===== src/rtl/traffic_generator_pkg.sv =====
// Shared types for the PIFO enqueue-side traffic generator: config record,
// field typedefs, state encoding and LFSR tap selection.
package traffic_generator_pkg;

    localparam int INJ_BITS  = 8;
    localparam int FLOW_BITS = 8;
    localparam int PRIO_BITS = 16;
    localparam int CNT_W     = 32;

    typedef logic [INJ_BITS-1:0]  InjectionRate;
    typedef logic [FLOW_BITS-1:0] FlowId;
    typedef logic [PRIO_BITS-1:0] Priority;
    typedef logic [CNT_W-1:0]     CounterSignal;

    localparam logic FLOW_MODE_RR   = 1'b0;
    localparam logic FLOW_MODE_LFSR = 1'b1;

    typedef enum logic [1:0] {
        TG_IDLE,
        TG_SEND,
        TG_DRAIN,
        TG_DONE
    } tg_state_e;

    typedef struct packed {
        InjectionRate injrate;
        InjectionRate injrate_seed;
        FlowId        flow_seed;
        Priority      prio_seed;
        logic         flow_mode;
        Priority      prio_base;
        Priority      prio_mask;
        CounterSignal num_packets;
    } TGConfig;

    // Right-shifting Galois masks giving maximal-length sequences.
    function automatic logic [31:0] lfsr_taps(input int width);
        case (width)
            3:       return 32'h0000_0006;
            4:       return 32'h0000_000C;
            5:       return 32'h0000_0014;
            6:       return 32'h0000_0030;
            7:       return 32'h0000_0060;
            8:       return 32'h0000_00B8;
            16:      return 32'h0000_B400;
            32:      return 32'h8020_0003;
            default: return (32'h1 << (width - 1)) | 32'h1;
        endcase
    endfunction

endpackage


===== src/rtl/traffic_generator_lfsr.sv =====
// Galois LFSR with synchronous seed load and step enable; an all-zero seed
// is replaced by 1 so the register can never lock up.
module linear_feedback_shift_register
    import traffic_generator_pkg::*;
#(
    parameter int WIDTH = 8
) (
    input  logic             clk,
    input  logic             reset,
    input  logic             load,
    input  logic [WIDTH-1:0] seed,
    input  logic             next,
    output logic [WIDTH-1:0] value
);

    localparam logic [WIDTH-1:0] TAPS = WIDTH'(lfsr_taps(WIDTH));
    localparam logic [WIDTH-1:0] ONE  = WIDTH'(1);

    logic [WIDTH-1:0] state_reg;
    logic [WIDTH-1:0] seed_fixed;
    logic [WIDTH-1:0] stepped;

    assign seed_fixed = (seed == '0) ? ONE : seed;
    assign stepped    = state_reg[0] ? ((state_reg >> 1) ^ TAPS) : (state_reg >> 1);

    always_ff @(posedge clk or negedge reset) begin
        if (!reset) begin
            state_reg <= ONE;
        end else if (load) begin
            state_reg <= seed_fixed;
        end else if (next) begin
            state_reg <= stepped;
        end
    end

    assign value = state_reg;

endmodule


===== src/rtl/traffic_generator.sv =====
// Enqueue-side traffic source: offers LFSR-paced packets to the PIFO, holds each
// offer until accepted, enforces a per-phase budget and keeps statistics.
module traffic_generator
    import traffic_generator_pkg::*;
#(
    parameter int NUM_FLOWS = 16,
    parameter int CNT_BITS  = 32
) (
    input  logic                clk,
    input  logic                reset,
    input  TGConfig             i__config,
    input  logic                i__send_phase,
    input  logic                i__pifo_ready,
    output logic                o__enqueue,
    output FlowId               o__packet_flow_id,
    output Priority             o__packet_priority,
    output logic [CNT_BITS-1:0] o__num_pkts_sent,
    output logic [CNT_BITS-1:0] o__stall_cycles,
    output logic                o__done
);

    localparam FlowId               FLOW_MASK = FlowId'(NUM_FLOWS - 1);
    localparam logic [CNT_BITS-1:0] CNT_MAX   = '1;

    tg_state_e           state_reg, state_next;
    TGConfig             config_reg, config_next;
    logic                valid_reg, valid_next;
    FlowId               flow_reg, flow_next;
    Priority             prio_reg, prio_next;
    FlowId               rr_reg, rr_next;
    logic [CNT_BITS-1:0] sent_reg, sent_next;
    logic [CNT_BITS-1:0] stall_reg, stall_next;

    InjectionRate        lfsr_inj;
    FlowId               lfsr_flow;
    Priority             lfsr_prio;

    logic                transfer;
    logic                inject;
    logic                unlimited;
    logic                budget_left;
    logic                exhausted;
    logic [CNT_BITS-1:0] budget;
    logic [CNT_BITS:0]   committed;
    logic [CNT_BITS:0]   committed_after;

    assign transfer  = valid_reg & i__pifo_ready;
    assign budget    = CNT_BITS'(config_reg.num_packets);
    assign unlimited = (budget == '0);

    // Accepted plus pending packets; a transfer moves one from pending to accepted.
    assign committed       = {1'b0, sent_reg} + (CNT_BITS + 1)'(valid_reg);
    assign budget_left     = unlimited || (committed < {1'b0, budget});
    assign inject          = (state_reg == TG_SEND) && i__send_phase && budget_left
                             && (!valid_reg || transfer) && (lfsr_inj < config_reg.injrate);
    assign committed_after = committed + (CNT_BITS + 1)'(inject);
    assign exhausted       = !unlimited && (committed_after >= {1'b0, budget});

    always_comb begin
        state_next  = state_reg;
        config_next = config_reg;
        valid_next  = valid_reg;
        flow_next   = flow_reg;
        prio_next   = prio_reg;
        rr_next     = rr_reg;
        sent_next   = sent_reg;
        stall_next  = stall_reg;

        if (transfer) begin
            valid_next = 1'b0;
            if (sent_reg != CNT_MAX) sent_next = sent_reg + 1'b1;
        end
        if (valid_reg && !i__pifo_ready && (stall_reg != CNT_MAX)) begin
            stall_next = stall_reg + 1'b1;
        end
        if (inject) begin
            valid_next = 1'b1;
            flow_next  = (config_reg.flow_mode == FLOW_MODE_RR) ? rr_reg : (lfsr_flow & FLOW_MASK);
            prio_next  = config_reg.prio_base + (lfsr_prio & config_reg.prio_mask);
            rr_next    = (rr_reg == FLOW_MASK) ? '0 : rr_reg + 1'b1;
        end

        case (state_reg)
            TG_IDLE: begin
                config_next = i__config;
                if (i__send_phase) begin
                    state_next = TG_SEND;
                    sent_next  = '0;
                    stall_next = '0;
                    rr_next    = '0;
                end
            end
            TG_SEND: begin
                if (!i__send_phase || exhausted) begin
                    state_next = valid_next ? TG_DRAIN : TG_DONE;
                end
            end
            TG_DRAIN: begin
                if (transfer) state_next = TG_DONE;
            end
            TG_DONE: begin
                if (!i__send_phase) state_next = TG_IDLE;
            end
            default: state_next = TG_IDLE;
        endcase
    end

    always_ff @(posedge clk or negedge reset) begin
        if (!reset) begin
            state_reg  <= TG_IDLE;
            config_reg <= '0;
            valid_reg  <= 1'b0;
            flow_reg   <= '0;
            prio_reg   <= '0;
            rr_reg     <= '0;
            sent_reg   <= '0;
            stall_reg  <= '0;
        end else begin
            state_reg  <= state_next;
            config_reg <= config_next;
            valid_reg  <= valid_next;
            flow_reg   <= flow_next;
            prio_reg   <= prio_next;
            rr_reg     <= rr_next;
            sent_reg   <= sent_next;
            stall_reg  <= stall_next;
        end
    end

    // Seeds reload every IDLE cycle so a new phase always replays from its seeds.
    linear_feedback_shift_register #(.WIDTH($bits(InjectionRate))) u_lfsr_inj (
        .clk   (clk),
        .reset (reset),
        .load  (state_reg == TG_IDLE),
        .seed  (config_next.injrate_seed),
        .next  (state_reg == TG_SEND),
        .value (lfsr_inj)
    );

    linear_feedback_shift_register #(.WIDTH($bits(FlowId))) u_lfsr_flow (
        .clk   (clk),
        .reset (reset),
        .load  (state_reg == TG_IDLE),
        .seed  (config_next.flow_seed),
        .next  (inject),
        .value (lfsr_flow)
    );

    linear_feedback_shift_register #(.WIDTH($bits(Priority))) u_lfsr_prio (
        .clk   (clk),
        .reset (reset),
        .load  (state_reg == TG_IDLE),
        .seed  (config_next.prio_seed),
        .next  (inject),
        .value (lfsr_prio)
    );

    assign o__enqueue         = valid_reg;
    assign o__packet_flow_id  = flow_reg;
    assign o__packet_priority = prio_reg;
    assign o__num_pkts_sent   = sent_reg;
    assign o__stall_cycles    = stall_reg;
    assign o__done            = (state_reg == TG_DONE);

endmodule


===== config.mk =====
export PLATFORM = sky130hd
export DESIGN_NAME = traffic_generator
export DESIGN_NICKNAME = d
export VERILOG_FILES = /design/src/rtl/traffic_generator_pkg.sv /design/src/rtl/traffic_generator_lfsr.sv /design/src/rtl/traffic_generator.sv
export SDC_FILE = /design/constraint.sdc
export NUM_CORES = 1
export LEC_CHECK = 0
export BUFFER_PORTS_ARGS = -buffer_cell sky130_fd_sc_hd__buf_2
export CORE_MARGIN = 2
export CORE_UTILIZATION = 45
export DETAILED_ROUTE_END_ITERATION = 12
export PLACE_DENSITY = 0.66
export SLEW_MARGIN = 10
export SYNTH_ARGS = -nofsm -noshare
export SYNTH_HDL_FRONTEND = slang
export SYNTH_SLANG_ARGS = --single-unit

===== constraint.sdc =====
create_clock -name clk -period 6.6 [get_ports clk]
set_input_delay 1.32 -clock clk [delete_from_list [all_inputs] [get_ports clk]]
set_output_delay 1.32 -clock clk [all_outputs]
set_load 0.01 [all_outputs]

==> flow_summary.toml, run 1 <==
[worst_hold_path]
min-delay-start = "o__packet_priority[6]"
hold_path.class = "reg2reg"
min_to = "o__packet_priority[6]"
hold_depth = 2

[route]
wl_per_cell_um = 17.60
first_pass_iters = 7
ant_nets = 0
via_per_inst = 5.400
vias = 11696
routed_wirelength_um = 38130
route.detailed.drc = 0
drt_iter0_markers = 632

[floorplanning]
die_w_um = 180.1
initial_utilization_pct = 45.61
io_pins = 199
fp.dieArea_mm2 = 0.03243
core_mm2 = 0.03059
num_rows = 64
die_h_um = 180.1

[cts]
cts.path.max_buffers = 3
root_buffer = "clkbuf_16"
cts_max_level = 1
numClockSinks = 232
cts.hold.buffers_added = 0
cts_buffers = 26
clk_pin_slew_ps = 60
tritoncts = "yes"
insertion_delay_ps = 550

[placed_design]
place_ws_ps = -119.5
hpwl_um = 28800
port_buffers = 198
dpl-instance-area_mm2 = 0.01579
gp_congestion = 0.9307

[global_routing]
grt_pass1_vias = 11530
grt_use_total_pct = 23.25
antenna_found_initial = 5
overflow = 0
grt_max_degree = 140
grt_pass1_wl_um = 61620

[critical_path]
path_depth = 31
endpoint_kind = "flop"
slowest_delay_ps = 520
critPathKind = "reg2reg"
r2r-end = "state_reg[0]"
timing.rr.start = "o__enqueue"
critPathLaunchType = "flop"
crit_top_cell = "ha_4"
critPathBufInv = 2
required_ps = 7030
cp_slowest_cell = "or4_4"
worstPathMaxFanout = 4
crit_family = "simple AND/OR/NAND/NOR gates"
cp.arrival_ps = 6870
rr_worst_depth = 31
reg2reg_slack_ps = 160

[sta]
min_period_ps = 6443
relSlewSlack_pct = 29.53
rsz0062_at_grt = "true"
setup_ws_ps = 156.8
skew_ps = 16.38
worst_slew_pin_slew_ps = 1057
finalSetupViolCount = 0
hold_viol = 0
hold_ws_ps = 473.4
fin_crit_sh_pct = 97.62
slew_viol_final = 0
fmax_mhz = 155.2

[yosys]
async_flop_share_pct = 100.0
synth-main-ff-cell = "dfrtp_1"
postSynthCellCount = 1518
synth-seq-area-share_pct = 41.64
synth_edf_count = 0
ys_warn_count = 0
ys_seq_elements = 232
yosysUniqueCellTypes = 79
synth.top_cell.area_share_pct = 41.08
synth_largest_area_cell = "dfrtp_1"
post_synth.cell_area_avg_um2 = 9.190
synthTopCellsByArea = "dfrtp_1, ha_1, o21ai_0"
synthesis.area_mm2 = 0.01395
syn_nets = 1725

[cells_and_area]
multi_input_area_mm2 = 0.007782
layout-drive-gt1-share_pct = 23.12
seq_area_mm2 = 0.005813
syn2layout_area_growth_pct = 21.15
fillers = 2825
final_nets = 1958
largest_register_ffs = 69
final_area_mm2 = 0.01690

[power_and_ir_drop]
cellPowerDensity_mw_per_mm2 = 362.0
p_leak_uw = 0.008031
peakVddDrop_v = 0.0002541

[status]
status = "completed"

[job]
drv_cap = 0
-- how the worst max path moves through the flow --
stage,start,endpoint
final,o__enqueue,state_reg[0]
after global routing,o__num_pkts_sent[0],state_reg[0]
after global placement,o__num_pkts_sent[0],state_reg[1]
after floorplan,o__num_pkts_sent[0],state_reg[1]
after CTS,o__num_pkts_sent[0],state_reg[0]
after detailed placement,o__num_pkts_sent[0],state_reg[0]
-- cells by family (layout without fill, tap and decap cells) --
family | Yosys count | after routing | share of synthesized area, %
buffers and inverters | 169 | 420 | 4.717
xor gates and xnor gates | 126 | 126 | 8.018
DFF | 232 | 232 | 41.64
AOI/OAI and AO/OA | 282 | 282 | 11.84
adders and majority gates | 98 | 98 | 8.843
muxes | 67 | 67 | 5.139
and+or+nand+nor | 544 | 544 | 19.80
other | 0 | 1 | 0
-- placed cells by master, fill, tap and decap left out, types with 39 or more instances in the layout --
cell / instances
dfrtp_1: 226
buf_2: 197
nand2_1: 163
o21ai_0: 153
nor2_1: 107
inv_1: 100
ha_1: 90
xnor2_1: 87
buf_4: 73
a21oi_1: 46
nand4_1: 39
-- cell usage after synthesis, types with 3 or more instances --
master and number:
nand4b_1 4, and2_1 24, dfrtp_1 229, nand4_1 39, clkbuf_1 51, a211oi_1 7, mux2_2 36, nand2b_1 16
mux2i_1 30, a21oi_1 48, and3_1 15, and4_1 13, nor3b_1 5, nor2_1 108, ha_1 97, o31ai_1 9
or3_1 23, buf_1 4, or4_1 11, nor4b_1 5, o211ai_1 8, nand2_1 168, o31a_1 3, nand3b_1 4
dfstp_2 3, xor2_1 36, o41ai_1 5, nor2b_1 8, a21o_1 12, xnor2_1 88, nor3_1 24, nand3_1 38
o21a_1 3, inv_1 101, nor4_1 26, o21ai_0 157, buf_2 9
-- stage by stage --
stage | total power (µW) | cells | setup TNS, ps | utilization, %
final | 6118 | 2166 | 0 | 55.25
after global routing | 6601 | 2165 | -184.5 | 55.24
after CTS | 6137 | 2157 | 0 | 54.48
after detailed placement | 4659 | 2109 | -233.3 | 51.63
after global placement | 4581 | 2109 | 0 | 51.63
after floorplan | 3926 | 1518 | 0 | -
-- report_power, final --
| group | switching (µW) | internal [µW] |
|---|---|---|
| logic | 1410 | 1020 |
| clock network | 590 | 853 |
| registers | 317 | 1930 |
| total | 2320 | 3800 |
-- cell type report --
class | count | area share [%]
repair buffers | 272 | 9.283
clock inverters | 6 | 0.6219
diodes | 1 | 0.01481
inverters | 102 | 2.310
multi-input cells | 1117 | 46.05
well taps | 396 | 2.932
clock buffers | 40 | 4.397
flip-flops and latches | 232 | 34.39
-- repair_timing --
action                                  in CTS  in global routing
cloned                                       0                  0
pin swaps                                    2                 24
endpoints found under the setup margin       2                  2
gates resized for setup                      2                 37
setup buffers                                2                  8
hold endpoints to repair                     0                  0
-- worst register-to-register path, delay by kind of cell, from the launching register on --
family	cells	cell delay [ps]
adder cells (fa/ha/maj)	5	950
XOR/XNOR	1	100
AND/OR/NAND/NOR	15	3120
buffers and inverters	2	110
AO/OA/AOI/OAI	8	1670
flip-flops	1	380
-- per-layer routing --
layer | GRT usage (%) | vias to the layer above | wire length [µm]
met2 | 36.83 | 317 | 17140
met4 | 5.290 | 4 | 740
met5 | 0 | - | 22
met3 | 4.345 | 57 | 2525
met1 | 33.22 | 5557 | 17700
li1 | - | 5761 | -
Note: power is estimated with default switching activity, not from simulation.
==> inputs of run 2 (changes only) <==
--- a/config.mk
+++ b/config.mk
@@ -5,11 +5,11 @@
 export SDC_FILE = /design/constraint.sdc
 export NUM_CORES = 1
 export LEC_CHECK = 0
-export BUFFER_PORTS_ARGS = -buffer_cell sky130_fd_sc_hd__buf_2
 export CORE_MARGIN = 2
 export CORE_UTILIZATION = 45
 export DETAILED_ROUTE_END_ITERATION = 12
-export PLACE_DENSITY = 0.66
+export DONT_BUFFER_PORTS = 1
+export PLACE_DENSITY = 0.6
 export SLEW_MARGIN = 10
 export SYNTH_ARGS = -nofsm -noshare
 export SYNTH_HDL_FRONTEND = slang
==> run 2 against run 1 <==
Global-route usage is 0.84 points lower. Critical path type unchanged. Combinational power down 7%. Utilization is 2.9 points lower. Cell count is 8.5% lower. Die area stayed put. Via count fell by 4.8%. Clock power about the same. Register-to-register slack got worse by 110 ps. Total power shrank 2.5%. Fmax decreased by 1.7%. Wire length down 2.3%. Largest power group is now registers.
==> flow_summary.toml, run 2 (synthesized netlist as in run 1, its figures left out) <==
[status]
status = "completed"

[floorplanning]
die_h_um = 180.1
die_w_um = 180.1
num_rows = 64
initial_utilization_pct = 45.61
io_pins = 199
fp.dieArea_mm2 = 0.03243
core_mm2 = 0.03059

[global_routing]
grt_use_total_pct = 22.41
grt_pass1_vias = 10893
overflow = 0
antenna_found_initial = 3
grt_pass1_wl_um = 59350
grt_max_degree = 233

[cells_and_area]
largest_register_ffs = 69
final_common_cell = "dfrtp_1"
final_nets = 1770
layout_common_cells = "dfrtp_1, nand2_1, o21ai_0, nor2_1, inv_1"
layout-drive-gt1-share_pct = 14.28
fin_util_pct = 52.30
syn2layout_area_growth_pct = 14.68

[power_and_ir_drop]
cellPowerDensity_mw_per_mm2 = 373.0
peakVddDrop_v = 0.0002363
total_power_uw = 5967
p_leak_uw = 0.007164

[sta]
rsz0062_at_grt = "true"
relSlewSlack_pct = 43.20
skew_ps = 9.430
fmax_mhz = 152.6
hold_viol = 0
finalSetupViolCount = 0
min_period_ps = 6552
fin_crit_sh_pct = 99.28
setup_ws_ps = 47.53
tns_ps = 0
slew_viol_final = 0
worst_slew_pin_slew_ps = 844.2

[route]
wl_per_cell_um = 18.81
routed_wirelength_um = 37260
drt_iter0_markers = 668
vias = 11139
first_pass_iters = 5
ant_nets = 0
route.detailed.drc = 0
via_per_inst = 5.623

[placed_design]
place_ws_ps = -161.3
gp_congestion = 0.9418
port_buffers = 0
hpwl_um = 27700

[cts]
numClockSinks = 232
cts.hold.buffers_added = 0
cts_max_level = 1
tritoncts = "yes"
cts_buffers = 26
cts.path.max_buffers = 3
clk_pin_slew_ps = 60
insertion_delay_ps = 550
root_buffer = "clkbuf_16"

[critical_path]
slowest_delay_ps = 450
worstPathMaxFanout = 5
endpoint_kind = "flop"
cp_slowest_cell = "or4_4"
cp.arrival_ps = 6970
required_ps = 7020
critPathKind = "reg2reg"
crit_top_cell = "ha_4"
critPathLaunchType = "flop"

[worst_hold_path]
hold_path.class = "in2async"

[job]
drv_cap = 0
==> run 2: through the flow <==
step                hold WS, ps  area (µm²)  instances
global placement          481.5       14880       1922
CTS                       444.0       15730       1970
detailed placement        488.2       14880       1922
floorplan                 465.8       14100       1518
global route              441.7       16000       1981
finish                    475.5       16000       1981
==> run 2: report_power, final <==
group / internal (µW) / leakage (µW) / switching, µW
clock: 830 / 0.000408 / 586
combinational: 949 / 0.00380 / 1320
sequential: 1930 / 0.00295 / 350
==> run 2: repair_timing <==
| action | CTS | global route |
|---|---|---|
| gates resized for setup | 3 | 45 |
| setup buffers | 0 | 8 |
| endpoints found under the setup margin | 2 | 2 |
| pin swaps | 4 | 17 |
| gates cloned | 0 | 1 |
==> run 2: layout make-up <==
| class | instances | area [µm²] |
|---|---|---|
| Inverter | 102 | 390.4 |
| Sequential cell | 232 | 5816 |
| Tap cell | 396 | 495.5 |
| Antenna cell | 2 | 5.005 |
| Clock inverter | 5 | 75.07 |
| Multi-Input combinational cell | 1118 | 7830 |
| Fill cell | 2855 | 14590 |
| Clock buffer | 43 | 764.5 |
| Timing Repair Buffer | 83 | 623.1 |
==> run 2: worst max-delay path: cells and delay by family, from the launching register on <==
kind,cells,cell delay (ps)
buffers and inverters,3,280
DFF,1,380
xor gates and xnor gates,1,160
and+or+nand+nor,14,2670
AOI/OAI and AO/OA,9,1770
adders and majority gates,6,1140
==> run 2: final timing paths <==
kind / startpoint / endpoint / slack (ps) / depth (start not counted)
max: o__enqueue / state_reg[0] / 50 / 33
min: reset / config_reg[98] / 480 / 0
max reg2reg: o__enqueue / state_reg[0] / 50 / 33
min reg2reg: config_reg[65] / config_reg[65] / 490 / 1
max in group asynchronous: reset / o__num_pkts_sent[6] / 5700 / 0
min in group clk: config_reg[65] / config_reg[65] / 490 / 1
==> run 2: per-layer routing <==
metal | global-route usage (%) | up-vias | wire length (µm)
met5 | 0 | - | 13
met4 | 5.129 | 2 | 708
met3 | 5.335 | 47 | 2786
met2 | 35.05 | 307 | 16870
met1 | 31.64 | 5378 | 16880
li1 | - | 5405 | -
==> inputs of run 3 (changes only) <==
--- a/config.mk
+++ b/config.mk
@@ -10,7 +10,9 @@
 export DETAILED_ROUTE_END_ITERATION = 12
 export DONT_BUFFER_PORTS = 1
 export PLACE_DENSITY = 0.6
+export SETUP_SLACK_MARGIN = 0.2
 export SLEW_MARGIN = 10
 export SYNTH_ARGS = -nofsm -noshare
 export SYNTH_HDL_FRONTEND = slang
+export SYNTH_HIERARCHICAL = 1
 export SYNTH_SLANG_ARGS = --single-unit
==> run 3 against run 2 <==
Area after synthesis grew 0.98%. Setup slack gained 310 ps. Critical path depth is the same. Sequential share of layout area shrank 0.10 points. Combinational power grew 9.3%. Cell count shrank 2.4%. Total power grew 8.2%. Cell area grew 2.1%. Sequential cell count grew 4. Critical endpoint unchanged.
==> flow_summary.toml, run 3 <==
[critical_path]
rr_worst_depth = 33
critPathKind = "reg2reg"
crit_family = "simple AND/OR/NAND/NOR gates"
endpoint_kind = "flop"
reg2reg_slack_ps = 360
cp-startpoint = "o__enqueue"
cp.arrival_ps = 6720
worstPathMaxFanout = 5
critPathLaunchType = "flop"
slowest_delay_ps = 570
crit_top_cell = "ha_4"
cp_slowest_cell = "or4_4"
path_depth = 33
timing.rr.start = "o__enqueue"
required_ps = 7080
critPathBufInv = 4

[route]
ant_nets = 0
vias = 10856
wl_per_cell_um = 19.25
drt_iter0_markers = 738
route.detailed.drc = 0
first_pass_iters = 6
via_per_inst = 5.613
routed_wirelength_um = 37240

[yosys]
postSynthCellCount = 1464
synth_edf_count = 0
yosysUniqueCellTypes = 73
ys_warn_count = 6
synthTopCellsByArea = "dfrtp_1, ha_1, mux2_2"
synth.top_cell.area_share_pct = 41.39
yosysMostFrequentCell = "dfrtp_1"
post_synth.cell_area_avg_um2 = 9.622
yosys-top-cells-count = "dfrtp_1, nand2_1, ha_1"
async_flop_share_pct = 100.0
synth-main-ff-cell = "dfrtp_1"
syn_nets = 1671
synthesis.area_mm2 = 0.01409
synth-seq-area-share_pct = 41.95
ys_seq_elements = 236
synth_largest_area_cell = "dfrtp_1"

[sta]
finalSetupViolCount = 0
tns_ps = 0
slew_viol_final = 0
rsz0062_at_grt = "true"
fmax_mhz = 160.3
setup_ws_ps = 361.7
worst_slew_pin_slew_ps = 1116
hold_ws_ps = 458.4
hold_viol = 0
min_period_ps = 6238
relSlewSlack_pct = 25.62
skew_ps = 18.30
fin_crit_sh_pct = 94.52

[cts]
cts.path.max_buffers = 3
cts_buffers = 28
cts_max_level = 1
numClockSinks = 236
tritoncts = "yes"
clk_pin_slew_ps = 60
insertion_delay_ps = 570
root_buffer = "clkbuf_16"

[floorplanning]
initial_utilization_pct = 45.93
io_pins = 199
fp.dieArea_mm2 = 0.03274
die_h_um = 180.9
num_rows = 64
core_mm2 = 0.03067
die_w_um = 180.9

[power_and_ir_drop]
peakVddDrop_v = 0.0003137
p_leak_uw = 0.007238
total_power_uw = 6454
cellPowerDensity_mw_per_mm2 = 395.3

[global_routing]
grt_use_total_pct = 22.37
grt_pass1_wl_um = 59300
overflow = 0
grt_pass1_vias = 10624
antenna_found_initial = 4
grt_max_degree = 237

[worst_hold_path]
hold_path.class = "in2async"

[status]
status = "completed"

[cells_and_area]
syn2layout_area_growth_pct = 15.91
antenna_cells = 0
fin_util_pct = 53.24
layout-drive-gt1-share_pct = 19.25
final_nets = 1723
largest_register_ffs = 73
layout_common_cells = "dfrtp_1, nand2_1, nor2_1, o21ai_0, ha_1"
final_common_cell = "dfrtp_1"

[placed_design]
hpwl_um = 27060
gp_congestion = 0.9139
port_buffers = 0
place_ws_ps = -20.83

[job]
drv_cap = 0
==> run 3: changes by cell type in the layout (fill, tap and decap cells not counted), sizes merged, moves of 8 or more <==
cell   before  now
o21ai     158  119
xor2       37   67
mux2       37   66
inv       101   74
xnor2      89   68
nor2      108   97
and2       25   35
and3       15    7
==> run 3: through the flow <==
| step | cell area, µm² | cells |
|---|---|---|
| after floorplan | 14230 | 1464 |
| after global placement | 14840 | 1854 |
| after detailed placement | 14840 | 1854 |
| after CTS | 16020 | 1920 |
| after global routing | 16330 | 1934 |
| final | 16330 | 1934 |
==> run 3: routing by layer <==
metal  routed length (µm)  track usage [%]  vias to the layer above
met5                   57                0                        -
met4                 1005            6.720                        8
met3                 2401            5.624                       63
met2                17040            35.18                      274
met1                16730            30.54                     5271
li1                     -                -                     5240
==> run 3: timing repair <==
action | in CTS | in global routing
hold buffers | 0 | 0
pin swaps | 21 | 20
resized for setup | 19 | 47
setup endpoints to repair | 2 | 2
setup buffers | 14 | 14
==> run 3: area by class of cell <==
type                            instances  area, µm²
Sequential cell                       236       5918
Fill cell                            2702      14340
Inverter                               74      285.3
Multi-Input combinational cell       1094       8019
Clock inverter                         14      209.0
Tap cell                              396      495.5
Timing Repair Buffer                   82      623.1
Clock buffer                           38      778.2
==> run 3: worst register-to-register path, delay by kind of cell, from the launching register on <==
family                   cells  cell delay [ps]
XOR/XNOR                     1               90
buffers and inverters        4              370
adder cells (fa/ha/maj)      5              960
AO/OA/AOI/OAI                9             1400
flip-flops                   1              390
AND/OR/NAND/NOR             14             2950
==> run 3: final timing paths <==
path,endpoint
max,state_reg[0]
min,budget[5]
max reg2reg,state_reg[0]
min reg2reg,config_reg[38]
max in group asynchronous,o__enqueue
min in group clk,config_reg[38]
==> run 3: kinds of logic after synthesis <==
family                     Yosys count  synth area share, %
DFF                                236                41.95
AOI/OAI and AO/OA                  238                9.939
adders and majority gates           98                8.757
buffers and inverters              134                3.979
muxes                              100                7.692
and+or+nand+nor                    523                19.08
xor gates and xnor gates           135                8.606
==> run 3: report_power, final <==
| group | switching, µW | total, µW | internal, µW |
|---|---|---|---|
| Sequential | 368 | 2340 | 1970 |
| Clock | 644 | 1630 | 990 |
| Combinational | 1390 | 2480 | 1090 |
| Total | 2400 | 6450 | 4060 |
